**config.mk**
```make
export PLATFORM = sky130hd
export DESIGN_NAME = bod_adc_sampler
export DESIGN_NICKNAME = d
export VERILOG_FILES = /design/src/rtl/bod_adc_sampler.sv
export SDC_FILE = /design/constraint.sdc
export NUM_CORES = 1
export LEC_CHECK = 0
export CAP_MARGIN = 20
export CORE_UTILIZATION = 51
export DETAILED_ROUTE_END_ITERATION = 6
export GPL_TIMING_DRIVEN = 0
export PLACE_DENSITY = 0.74
export SLEW_MARGIN = 20
export SYNTH_ARGS = -nofsm -noshare
export SYNTH_HDL_FRONTEND = slang
export SYNTH_SLANG_ARGS = --single-unit
export TNS_END_PERCENT = 20
```
**constraint.sdc**
```tcl
create_clock -name clk -period 1.7 [get_ports clk]
set_input_delay 0.17 -clock clk [delete_from_list [all_inputs] [get_ports clk]]
set_output_delay 0.17 -clock clk [all_outputs]
set_load 0.05 [all_outputs]
```
**src/rtl/bod_adc_sampler.sv**
```systemverilog
// Periodic brownout sampler: drives a 20-bit serial ADC, captures each sample
// and raises warning/critical flags with hysteresis against two thresholds.
module bod_adc_sampler #(
   parameter int SCK_DIV     = 4,
   parameter int CONV_CYCLES = 40,
   parameter int PERIOD      = 1000,
   parameter int HYST        = 16
) (
   input  logic        clk,
   input  logic        rst_n,
   input  logic        enable,
   input  logic [19:0] warn_th,
   input  logic [19:0] crit_th,
   input  logic        adc_sdo,
   output logic        adc_cnv,
   output logic        adc_sck,
   output logic [19:0] adc_data,
   output logic        data_valid,
   output logic        BOD_out1,
   output logic        BOD_out2,
   output logic        busy,
   output logic        overrun
);

   localparam int CW   = $clog2(PERIOD + 1);
   localparam int TMAX = (SCK_DIV > CONV_CYCLES) ? SCK_DIV : CONV_CYCLES;
   localparam int TW   = $clog2(TMAX + 1);

   typedef enum logic [1:0] {IDLE, CONVERT, SHIFT, UPDATE} state_t;

   state_t          state;
   state_t          state_nx;
   logic [CW-1:0]   cnt;
   logic [TW-1:0]   tmr;
   logic [5:0]      half_cnt;
   logic [19:0]     shreg;
   logic            trigger;
   logic            sck_tick;
   logic            conv_done;
   logic            last_half;
   logic            cnv_nx;
   logic            sck_nx;
   logic            dv_nx;

   assign trigger   = enable && (cnt == '0);
   assign sck_tick  = (tmr == TW'(SCK_DIV - 1));
   assign conv_done = (tmr == TW'(CONV_CYCLES - 1));
   assign last_half = (half_cnt == 6'd39);
   assign busy      = (state != IDLE);

   // Flag sets below th, clears at or above th+HYST (saturated), holds between.
   function automatic logic hyst_flag(input logic cur, input logic [19:0] s,
                                      input logic [19:0] th);
      logic [20:0] sum;
      logic [19:0] clr;
      logic        res;
      sum = {1'b0, th} + 21'(HYST);
      clr = sum[20] ? 20'hFFFFF : sum[19:0];
      res = cur;
      if (s < th)
         res = 1'b1;
      else if (s >= clr)
         res = 1'b0;
      return res;
   endfunction

   always_ff @(posedge clk or negedge rst_n) begin
      if (!rst_n)
         state <= IDLE;
      else
         state <= state_nx;
   end

   always_comb begin
      state_nx = state;
      case (state)
         IDLE:    if (trigger) state_nx = CONVERT;
         CONVERT: if (conv_done) state_nx = SHIFT;
         SHIFT:   if (sck_tick && last_half) state_nx = UPDATE;
         UPDATE:  state_nx = IDLE;
         default: state_nx = IDLE;
      endcase
   end

   // Next values of the registered outputs; sck only toggles while staying in SHIFT.
   always_comb begin
      cnv_nx = (state_nx == CONVERT);
      sck_nx = 1'b0;
      if (state == SHIFT && state_nx == SHIFT)
         sck_nx = sck_tick ? ~adc_sck : adc_sck;
      dv_nx  = (state == UPDATE);
   end

   always_ff @(posedge clk or negedge rst_n) begin
      if (!rst_n) begin
         adc_cnv    <= 1'b0;
         adc_sck    <= 1'b0;
         data_valid <= 1'b0;
      end else begin
         adc_cnv    <= cnv_nx;
         adc_sck    <= sck_nx;
         data_valid <= dv_nx;
      end
   end

   always_ff @(posedge clk or negedge rst_n) begin
      if (!rst_n) begin
         cnt      <= '0;
         tmr      <= '0;
         half_cnt <= '0;
         shreg    <= '0;
         adc_data <= '0;
         BOD_out1 <= 1'b0;
         BOD_out2 <= 1'b0;
         overrun  <= 1'b0;
      end else begin
         if (!enable || cnt == CW'(PERIOD - 1))
            cnt <= '0;
         else
            cnt <= cnt + CW'(1);

         if (trigger && state != IDLE)
            overrun <= 1'b1;

         case (state)
            CONVERT: tmr <= conv_done ? '0 : tmr + TW'(1);
            SHIFT:   tmr <= sck_tick ? '0 : tmr + TW'(1);
            default: tmr <= '0;
         endcase

         if (state != SHIFT)
            half_cnt <= '0;
         else if (sck_tick)
            half_cnt <= half_cnt + 6'd1;

         // Capture on the tick that raises adc_sck.
         if (state == SHIFT && sck_tick && !adc_sck)
            shreg <= {shreg[18:0], adc_sdo};

         if (state == UPDATE) begin
            adc_data <= shreg;
            BOD_out1 <= hyst_flag(BOD_out1, shreg, warn_th);
            BOD_out2 <= hyst_flag(BOD_out2, shreg, crit_th);
         end
      end
   end

endmodule

```
==> qor.csv, run 1 <==
stage;metric;value;unit
status;outcome;complete, but fails checks;
status;failing checks;negative setup slack;
place;DP HPWL;9.93;mm
global_routing;initial antenna violation count;0;
cells_and_area;area of the multi-input gates;3730;um2
synth;Synth area leader;dfrtp_1;
floorplan;Die Span Y;105;um
cells_and_area;nets@finish;831;
critical_path;slowest cell on the critical path;or4_4;
critical_path;crit start category;primary input;
critical_path;slowest stage delay, CP;0.45;ns
place;worst slack, placed;-1.57;ns
synth;Cell Area, Synth;5400;um2
place;I/O Buffers;70;
critical_path;Worst setup EP type;register;
run;maxcap violations;0;
routing;Post-route DRC;0;
synth;register area share after synthesis;0.324;
power;PD cells;525;nW/um2
routing;DRT Pass-1 Iters;4;
floorplan;core region area;10300;um2
timing;worst slew pin tran;0.574;ns
power;P_int;2.91;mW
critical_path;critical path required time;1.97;ns
routing;ANT nets after route;0;
place;GP Congestion;0.858;
floorplan;IO Count;71;
clock_network;Clock transition at path regs;0.07;ns
cells_and_area;Fillers;809;
power;switching power of the nets;0.902;mW
floorplan;width of the chip;105;um
global_routing;largest net degree at the start of global routing;50;
routing;vias;4736;
critical_path;crit path kind;in2reg;
routing;drt wl/cell;16.9;um
power;Leak;3.83;nW
timing;fmax;442;MHz
cells_and_area;layout cell share with drive strength beyond 1;0.262;
clock_network;clock latency on the worst-skew pair;0.35;ns
clock_network;Root Buffer Master;clkbuf_8;
synth;post-synthesis register bit count;70;
floorplan;Row Count;37;
cells_and_area;Diodes inserted;0;
cells_and_area;layout overhead on the synthesized area;34.2;%
power;Peak VDD IR;0.000557;V
synth;post-synth top area share;0.324;
timing;Tcrit/Tclk final;1.33;
synth;top_reg_cell synth;dfrtp_1;
floorplan;Die ar.;11000;um2
clock_network;number of H-tree levels;3;
timing;Tmin final;2.26;ns
clock_network;Clock Sinks;70;
timing;Pins Over Slew Limit;0;
critical_path;worst path arrival time;2.54;ns
timing;Slew Limit Headroom;0.615;
synth;cell with the most instances after synthesis;ha_1;
routing;DRT iter0 DRCs;254;
synth;YS warnings;0;
timing;number of hold violations in the final report;0;
power;sequential power share;0.441;
synth;top cells by area, synth;dfrtp_1, ha_1, mux2_2, nor2_1, xnor2_1;
cells_and_area;Sequential Area;1750;um2
synth;async set or reset register ratio after synthesis;1.00;
timing;clk_skew;0.00912;ns
timing;final setup vio count;20;
routing;Total Wirelength;14.2;mm
critical_path;Max Fanout on Critical Path;6;
global_routing;vias in the first global route;4920;
synth;Cells after Synth;574;
synth;Mean Syn Cell Area;9.41;um2
synth;post-synth net total;706;
timing;RSZ-0062 raised after global routing;yes;
floorplan;initial core utilization;0.526;
routing;Via-to-Cell Ratio;5.64;
power;sw frac;0.237;
critical_path;CP Cell Sequence;buf_4 -> nand3_4 -> or4_4 -> nor3_4 -> buf_12 -> or2_4 -> ha_4 -> nand2b_4 -> a21o_1 -> a211oi_2 -> nor3_2 -> o31ai_1 -> o2bb2ai_1;
global_routing;first-pass GRT wire length;22.8;mm
global_routing;Total Routing Usage GR;0.261;
power;combinational power share;0.131;
global_routing;GRT overflow;0;
synth;commonest cells in the netlist;ha_1, nor2_1, dfrtp_1, inv_1, mux2_2;
clock_network;CTS Buf Count;9;
power;Clk pwr share;0.428;
synth;post-synth cell types;52;
clock_network;TritonCTS clock tree;yes;
timing;worst hold slack;0.246;ns
min_path;worst min-delay path class;in2async;
clock_network;Bufs on Longest Clock Path;2;
synth;EDFF count, synth;0;
timing;PnR worst setup slack;-0.562;ns
per-stage QoR:
step / instance area, um2 / total power [mW] / setup TNS [ns] / util / cells
2_1_floorplan: 5460 / 1.93 / -1.30 / - / 574
6_report: 7250 / 3.81 / -1.69 / 0.706 / 839
3_5_place_dp: 6350 / 2.16 / -9.78 / 0.618 / 781
5_1_grt: 7250 / 3.96 / -3.75 / 0.706 / 839
4_1_cts: 7080 / 3.83 / -2.54 / 0.689 / 829
3_3_place_gp: 6330 / 2.14 / -133.28 / 0.616 / 780
cell usage in the layout, fill, tap and decap left out, types with 7 or more instances in the layout:
master / n
a21o_1: 9
dlymetal6s2s_1: 11
xnor2_1: 26
buf_6: 11
dfrtp_1: 69
nand2_1: 21
o21ai_0: 16
clkdlybuf4s50_1: 14
ha_1: 80
mux2_2: 23
xor2_1: 9
nand3_1: 26
nand4_1: 17
and3_1: 7
mux2_4: 16
dlygate4sd2_1: 21
buf_4: 40
a21oi_1: 27
inv_1: 45
nor2_1: 67
clkbuf_8: 10
routing by layer:
layer	GRT usage	wire, um	share of wire	vias to the layer above
met5	0	0	0	-
li1	-	-	-	2298
met2	0.466	7210	0.51	107
met1	0.312	5930	0.42	2306
met3	0.0437	693	0.049	25
met4	0.101	346	0.024	0
power groups by stage:
| stage | Combinational [mW] | Sequential (mW) | Clock [mW] |
|---|---|---|---|
| floorplan | 0.222 | 1.71 | 0 |
| global placement | 0.428 | 1.71 | 0 |
| detailed placement | 0.453 | 1.71 | 0 |
| CTS | 0.485 | 1.68 | 1.66 |
| global route | 0.558 | 1.68 | 1.73 |
| finish | 0.501 | 1.68 | 1.63 |
area by class of cell:
class | count | area share
Sequential cell | 70 | 0.242
Buffer | 7 | 0.0102
Timing Repair Buffer | 114 | 0.150
Multi-Input combinational cell | 446 | 0.515
Tap cell | 136 | 0.0235
Clock inverter | 4 | 0.0131
Clock buffer | 11 | 0.0195
Inverter | 51 | 0.0278
worst max-delay path: cells and delay by family:
kind / cells / cell delay [ns]
compound gates: 4 / 0.81
simple gates: 6 / 1.10
fa+ha+maj: 1 / 0.18
buf+inv: 2 / 0.26
worst paths after layout:
kind,depth (start not counted),from,slack [ns],end
setup / recovery,13,warn_th[13],-0.56,BOD_out1$_DFFE_PN0P_
hold / removal,2,rst_n,0.25,half_cnt[3]$_DFFE_PN0P_
setup reg to reg,6,shreg[11]$_DFFE_PN0P_,-0.46,BOD_out1$_DFFE_PN0P_
hold reg to reg,1,tmr[0]$_DFF_PN0_,0.48,tmr[0]$_DFF_PN0_
max in group asynchronous,3,rst_n,0.92,adc_data[5]$_DFFE_PN0P_
min in group clk,3,adc_sdo,0.44,shreg[0]$_DFFE_PN0P_
what timing repair did:
item / 4_1_cts / 5_1_grt
gates resized for setup: 167 / 48
pin swaps: 28 / 22
cloned: 1 / 0
buffers inserted: 31 / 11
endpoints found under the setup margin: 54 / 48
endpoints found under the hold margin: 21 / 0
hold buffers: 1 / 0
flip-flops by register name (all words and copies together), names as in the netlist:
signal,cells
adc_data,20
shreg,20
cnt,10
half_cnt,6
tmr,6
state,2
BOD_out1,1
BOD_out2,1
adc_cnv,1
adc_sck,1
data_valid,1
overrun,1
kinds of logic (layout without fill, tap and decap cells):
group,after synthesis,count (layout),share of synthesized area
AOI/OAI and AO/OA,83,83,0.0956
xor gates and xnor gates,35,35,0.0567
adders and majority gates,88,88,0.204
buffers and inverters,58,187,0.0442
DFF,70,70,0.324
muxes,43,43,0.0887
and+or+nand+nor,197,197,0.187
(Power assumes the default switching activity.)
==> run 2, diff against run 1 <==
CTS_CLUSTER_DIAMETER = 150   (was default)
==> results of run 2 <==
Same layout as run 1: the final DEF is identical, and so are final timing and power.
==> run 3, diff against run 2 <==
CORE_UTILIZATION = 52   (was 51)
CTS_BUF_LIST = sky130_fd_sc_hd__clkbuf_4   (was default)
CTS_CLUSTER_DIAMETER = 100   (was 150)
PLACE_DENSITY = 0.75   (was 0.74)
==> run 3 against run 2 <==
Effect of this change: the flow still finishes with violations (negative setup slack); critical path depth up 2; core utilization grew 2.6 points; cell area about the same; sequential power about the same; routed wire length rose by 0.80%; non-clock buffer count increased by 2; combinational power up 3%; via count increased by 1.1%; clock power shrank 34%; setup slack improved by 0.025 ns; final cell count stayed put; largest cell class unchanged.
==> qor.csv, run 3 (synthesis results as in run 1) <==
stage;metric;value;unit;change
global_routing;largest net degree at the start of global routing;37;;was 50
clock_network;Clock transition at path regs;0.12;ns;was 0.07 ns
floorplan;Die ar.;10800;um2;was 11000 um2
floorplan;IO Count;71;;unchanged
cells_and_area;most frequent cells in the layout;ha_1, dfrtp_1, nor2_1;;unchanged
critical_path;crit start category;primary input;;unchanged
min_path;worst min-delay path class;in2async;;unchanged
place;placed cell areas;6340;um2;was 6350 um2
critical_path;crit path kind;in2reg;;unchanged
power;Leak;3.72;nW;was 3.83 nW
timing;final setup vio count;24;;was 20
clock_network;TritonCTS clock tree;yes;;unchanged
routing;DRT Pass-1 Iters;4;;unchanged
floorplan;Row Count;36;;was 37
floorplan;Die Span Y;104;um;was 105 um
global_routing;Total Routing Usage GR;0.273;;was 0.261
cells_and_area;Post-Layout Cell Count;839;;unchanged
routing;Post-route DRC;0;;unchanged
critical_path;Worst setup EP type;register;;unchanged
cells_and_area;Fillers;718;;was 809
timing;RSZ-0062 raised after global routing;yes;;unchanged
clock_network;Bufs on Longest Clock Path;2;;unchanged
global_routing;vias in the first global route;4984;;was 4920
cells_and_area;nets@finish;833;;was 831
clock_network;Clock Sinks;70;;unchanged
timing;Tcrit/Tclk final;1.32;;was 1.33
critical_path;worst path arrival time;2.59;ns;was 2.54 ns
floorplan;core region area;9910;um2;was 10300 um2
status;failing checks;negative setup slack;;unchanged
run;maxcap violations;0;;unchanged
timing;Tmin final;2.24;ns;was 2.26 ns
global_routing;first-pass GRT wire length;23.7;mm;was 22.8 mm
cells_and_area;Largest regs;adc_data (20), shreg (20), cnt (10);;unchanged
floorplan;width of the chip;104;um;was 105 um
cells_and_area;Diodes inserted;0;;unchanged
cells_and_area;most common cell after layout, fill and taps aside;ha_1;;unchanged
timing;clk_skew;0.0263;ns;was 0.00912 ns
timing;Pins Over Slew Limit;0;;unchanged
routing;ANT nets after route;0;;unchanged
cells_and_area;layout overhead on the synthesized area;34.1;%;was 34.2%
power;total power;3.27;mW;was 3.81 mW
clock_network;clock latency on the worst-skew pair;0.42;ns;was 0.35 ns
timing;Slew Limit Headroom;0.634;;was 0.615
clock_network;Root Buffer Master;clkbuf_4;;was clkbuf_8
global_routing;initial antenna violation count;0;;unchanged
timing;PnR worst setup slack;-0.537;ns;was -0.562 ns
floorplan;initial core utilization;0.545;;was 0.526
critical_path;R2R depth;6;;unchanged
timing;worst hold slack;0.228;ns;was 0.246 ns
timing;number of hold violations in the final report;0;;unchanged
routing;DRT iter0 DRCs;216;;was 254
place;DP Cell Count;778;;was 781
routing;vias;4787;;was 4736
timing;worst slew pin tran;0.545;ns;was 0.574 ns
clock_network;number of H-tree levels;3;;unchanged
global_routing;GRT overflow;0;;unchanged
timing;setup TNS;-2.33;ns;was -1.69 ns
critical_path;critical path required time;2.05;ns;was 1.97 ns
cells_and_area;Final Core Density;0.731;;was 0.706
critical_path;Max Fanout on Critical Path;4;;was 6
timing;fmax;447;MHz;was 442 MHz
place;I/O Buffers;70;;unchanged
place;worst slack, placed;-1.60;ns;was -1.57 ns
cells_and_area;layout cell share with drive strength beyond 1;0.278;;was 0.262
routing;drt wl/cell;17.0;um;was 16.9 um
power;PD cells;451;nW/um2;was 525 nW/um2
status;outcome;complete, but fails checks;;unchanged
place;GP Congestion;0.867;;was 0.858
routing;Total Wirelength;14.3;mm;was 14.2 mm
routing;Via-to-Cell Ratio;5.71;;was 5.64
power;Peak VDD IR;0.000425;V;was 0.000557 V
place;DP HPWL;9.87;mm;was 9.93 mm
clock_network;CTS Buf Count;9;;unchanged
cells_and_area;fin area;7250;um2;about the same
==> run 3: changes by cell type in the layout (fill, tap and decap cells not counted), sizes merged <==
cell and change:
buf +8, bufbuf +1, bufinv -2, clkbuf -3, clkdlybuf4s15 -5, clkdlybuf4s50 -4, clkinv +3, clkinvlp +1
dlygate4sd2 +14, dlymetal6s2s -10
==> run 3: worst paths after layout <==
check / startpoint / endpoint / slack (ns)
max: warn_th[16] / BOD_out1$_DFFE_PN0P_ / -0.54
min: rst_n / half_cnt[3]$_DFFE_PN0P_ / 0.23
max reg2reg: shreg[1]$_DFFE_PN0P_ / BOD_out1$_DFFE_PN0P_ / -0.43
min reg2reg: cnt[0]$_DFF_PN0_ / cnt[0]$_DFF_PN0_ / 0.48
max in group asynchronous: rst_n / shreg[8]$_DFFE_PN0P_ / 0.91
min in group clk: adc_sdo / shreg[0]$_DFFE_PN0P_ / 0.34
==> run 3: area by class of cell <==
type | count | area (um2) | area share
Multi-Input combinational cell | 446 | 3800 | 0.524
Sequential cell | 70 | 1750 | 0.242
Timing Repair Buffer | 117 | 1130 | 0.156
Inverter | 51 | 199 | 0.0275
Tap cell | 133 | 166 | 0.0230
Clock buffer | 10 | 75.1 | 0.0104
Buffer | 6 | 62.6 | 0.00863
Clock inverter | 6 | 61.3 | 0.00846
==> run 3: metal layers <==
layer	vias to the layer above	track usage	wire, um
li1	2298	-	-
met1	2326	0.317	6000
met2	128	0.491	7370
met3	35	0.0520	612
met4	0	0.114	305
met5	-	0	0
==> run 3: critical path, stage by stage <==
cell and delay, ns:
buf_6 0.09, inv_2 0.04, or4_4 0.53, nor3_4 0.18, buf_4 0.15, buf_6 0.10, buf_16 0.10, nor2_1 0.04
ha_1 0.31, a21oi_2 0.13, nor2b_1 0.06, o21ai_1 0.12, a211oi_1 0.08, nor4b_1 0.32, o2bb2ai_1 0.16
==> run 3: report_power, final <==
| part | switching (mW) | internal [mW] | total (mW) |
|---|---|---|---|
| Clock | 0.614 | 0.462 | 1.08 |
| Sequential | 0.00763 | 1.67 | 1.68 |
| Combinational | 0.278 | 0.236 | 0.514 |
==> run 3: timing repair <==
action	in CTS	in global routing
setup buffers	31	9
hold buffers	1	0
hold endpoints to repair	34	0
gates resized for setup	208	53
setup endpoints to repair	69	27
pin swaps	33	20
cloned	5	0
==> edit (flow settings as in run 2) <==
Encoding of `state_t`: now one-hot (4 bits for 4 states).
--- a/src/rtl/bod_adc_sampler.sv
+++ b/src/rtl/bod_adc_sampler.sv
@@ -26,7 +26,7 @@
    localparam int TMAX = (SCK_DIV > CONV_CYCLES) ? SCK_DIV : CONV_CYCLES;
    localparam int TW   = $clog2(TMAX + 1);
 
-   typedef enum logic [1:0] {IDLE, CONVERT, SHIFT, UPDATE} state_t;
+   typedef enum logic [3:0] {IDLE = 4'b0001, CONVERT = 4'b0010, SHIFT = 4'b0100, UPDATE = 4'b1000} state_t;
 
    state_t          state;
    state_t          state_nx;
Formal check against the unedited RTL: no difference found for any inputs over 10 cycles, from zero or initial values and one cycle with rst_n low; not proved beyond that.
==> edit against run 2 <==
Cell area up 2.6%; register-to-register slack better by 0.11 ns; via count up 1.2%; utilization up 1.5 points; first-iteration DRC count down 31%; combinational power up 1%; global-route usage down 1.1 points; setup slack better by 0.22 ns; the flow still finishes with violations (setup timing); sequential cell count up 2; wire length down 1.4%; synthesized area about the same; total power up 0.43%.
==> edit: results (changes against run 2) <==
[timing]
setup_viol_count_final = 44  ; +120%
worst_slack_ns = -0.346  ; +0.216 ns
relSlewSlack_pct = 63.8  ; +2.4 points

[yosys]
synth_compound_area_share_pct = 9.11  ; -0.45 points
synthMuxAreaShare_pct = 8.67  ; -0.19 points
yosysSeqAreaShare_pct = 33.3  ; +0.92 points
synth_area_leaders = dfrtp_1 (33%), ha_1 (19%), mux2_2 (7.9%)
ys_top_cells_by_count = ha_1 (84), nor2_1 (73), dfrtp_1 (71), inv_1 (46), nand2_1 (41)
synth.net_count = 709  ; +0.42%

[status]
violations = setup timing
status = finished with violations

[final_layout]
layout.nets = 832  ; +0.12%
drive_above_1_share_pct = 28.4  ; +2.2 points

[placement]
place_worst_setup_slack_ns = -1.33  ; +0.243 ns
place.gp.congestion = 0.877  ; +2.2%

[critical_path]
startpoint = state[1]
critical_path.max_fanout = 5  ; -1

[clock_network]
cts_setup_buffers = 24  ; -23%

[global_route]
grt_pass1_vias = 4766  ; -3.1%
grt_usage_pct = 25.0  ; -1.1 points
grt_use_met3_pct = 3.93  ; -0.44 points

[pwr]
swShare_pct = 23.8  ; +0.15 points

[route]
met3_wirelength_um = 529  ; -24%
wl_per_cell_um = 16.6  ; -1.9%
m1WireLength_um = 5990  ; +1.1%
routed_via_density = 5.68  ; +0.58%

edit: cell count changes after synthesis, sizes merged, moves of 4 or more:
cell	change
a21o	-6
and4	+8
ha	-4
inv	-4
nand2	+17
nand3	-4
nand4	-8
nor3b	+4
o21ai	+4
edit: metrics by stage:
| stage | TNS (ns) | hold WS [ns] | cell area [um2] | cells | power [mW] |
|---|---|---|---|---|---|
| 3_5_place_dp | -12.04 | 0.133 | 6410 | 788 | 2.21 |
| 6_report | -9.18 | 0.293 | 7440 | 844 | 3.83 |
| 5_1_grt | -10.95 | 0.334 | 7440 | 844 | 3.98 |
| 3_3_place_gp | -147.99 | 0.451 | 6390 | 787 | 2.18 |
| 2_1_floorplan | -2.43 | -0.126 | 5520 | 581 | 1.98 |
| 4_1_cts | -3.93 | 0.290 | 7110 | 830 | 3.82 |
edit: worst paths after layout:
kind,cells past startpoint,slack (ns),endpoint
setup / recovery,5,-0.35,shreg[13]
hold / removal,2,0.29,tmr[1]
setup reg to reg,5,-0.35,shreg[13]
hold reg to reg,1,0.47,overrun
max in group asynchronous,3,0.84,shreg[7]
min in group clk,3,0.38,shreg[0]
edit: layout make-up:
| type | count | area [um2] |
|---|---|---|
| Multi-Input combinational cell | 455 | 3870 |
| Fill cell | 757 | 2890 |
| Sequential cell | 72 | 1810 |
| Timing Repair Buffer | 112 | 1090 |
| Inverter | 46 | 173 |
| Tap cell | 136 | 170 |
| Clock buffer | 9 | 124 |
| Clock inverter | 6 | 109 |
| Buffer | 8 | 100 |
edit: worst max-delay path, stage by stage (launching register included):
cell and delay [ns]:
dfrtp_2 0.42, or4b_4 0.55, nor3b_4 0.35, buf_4 0.18, buf_8 0.12, mux2_4 0.31
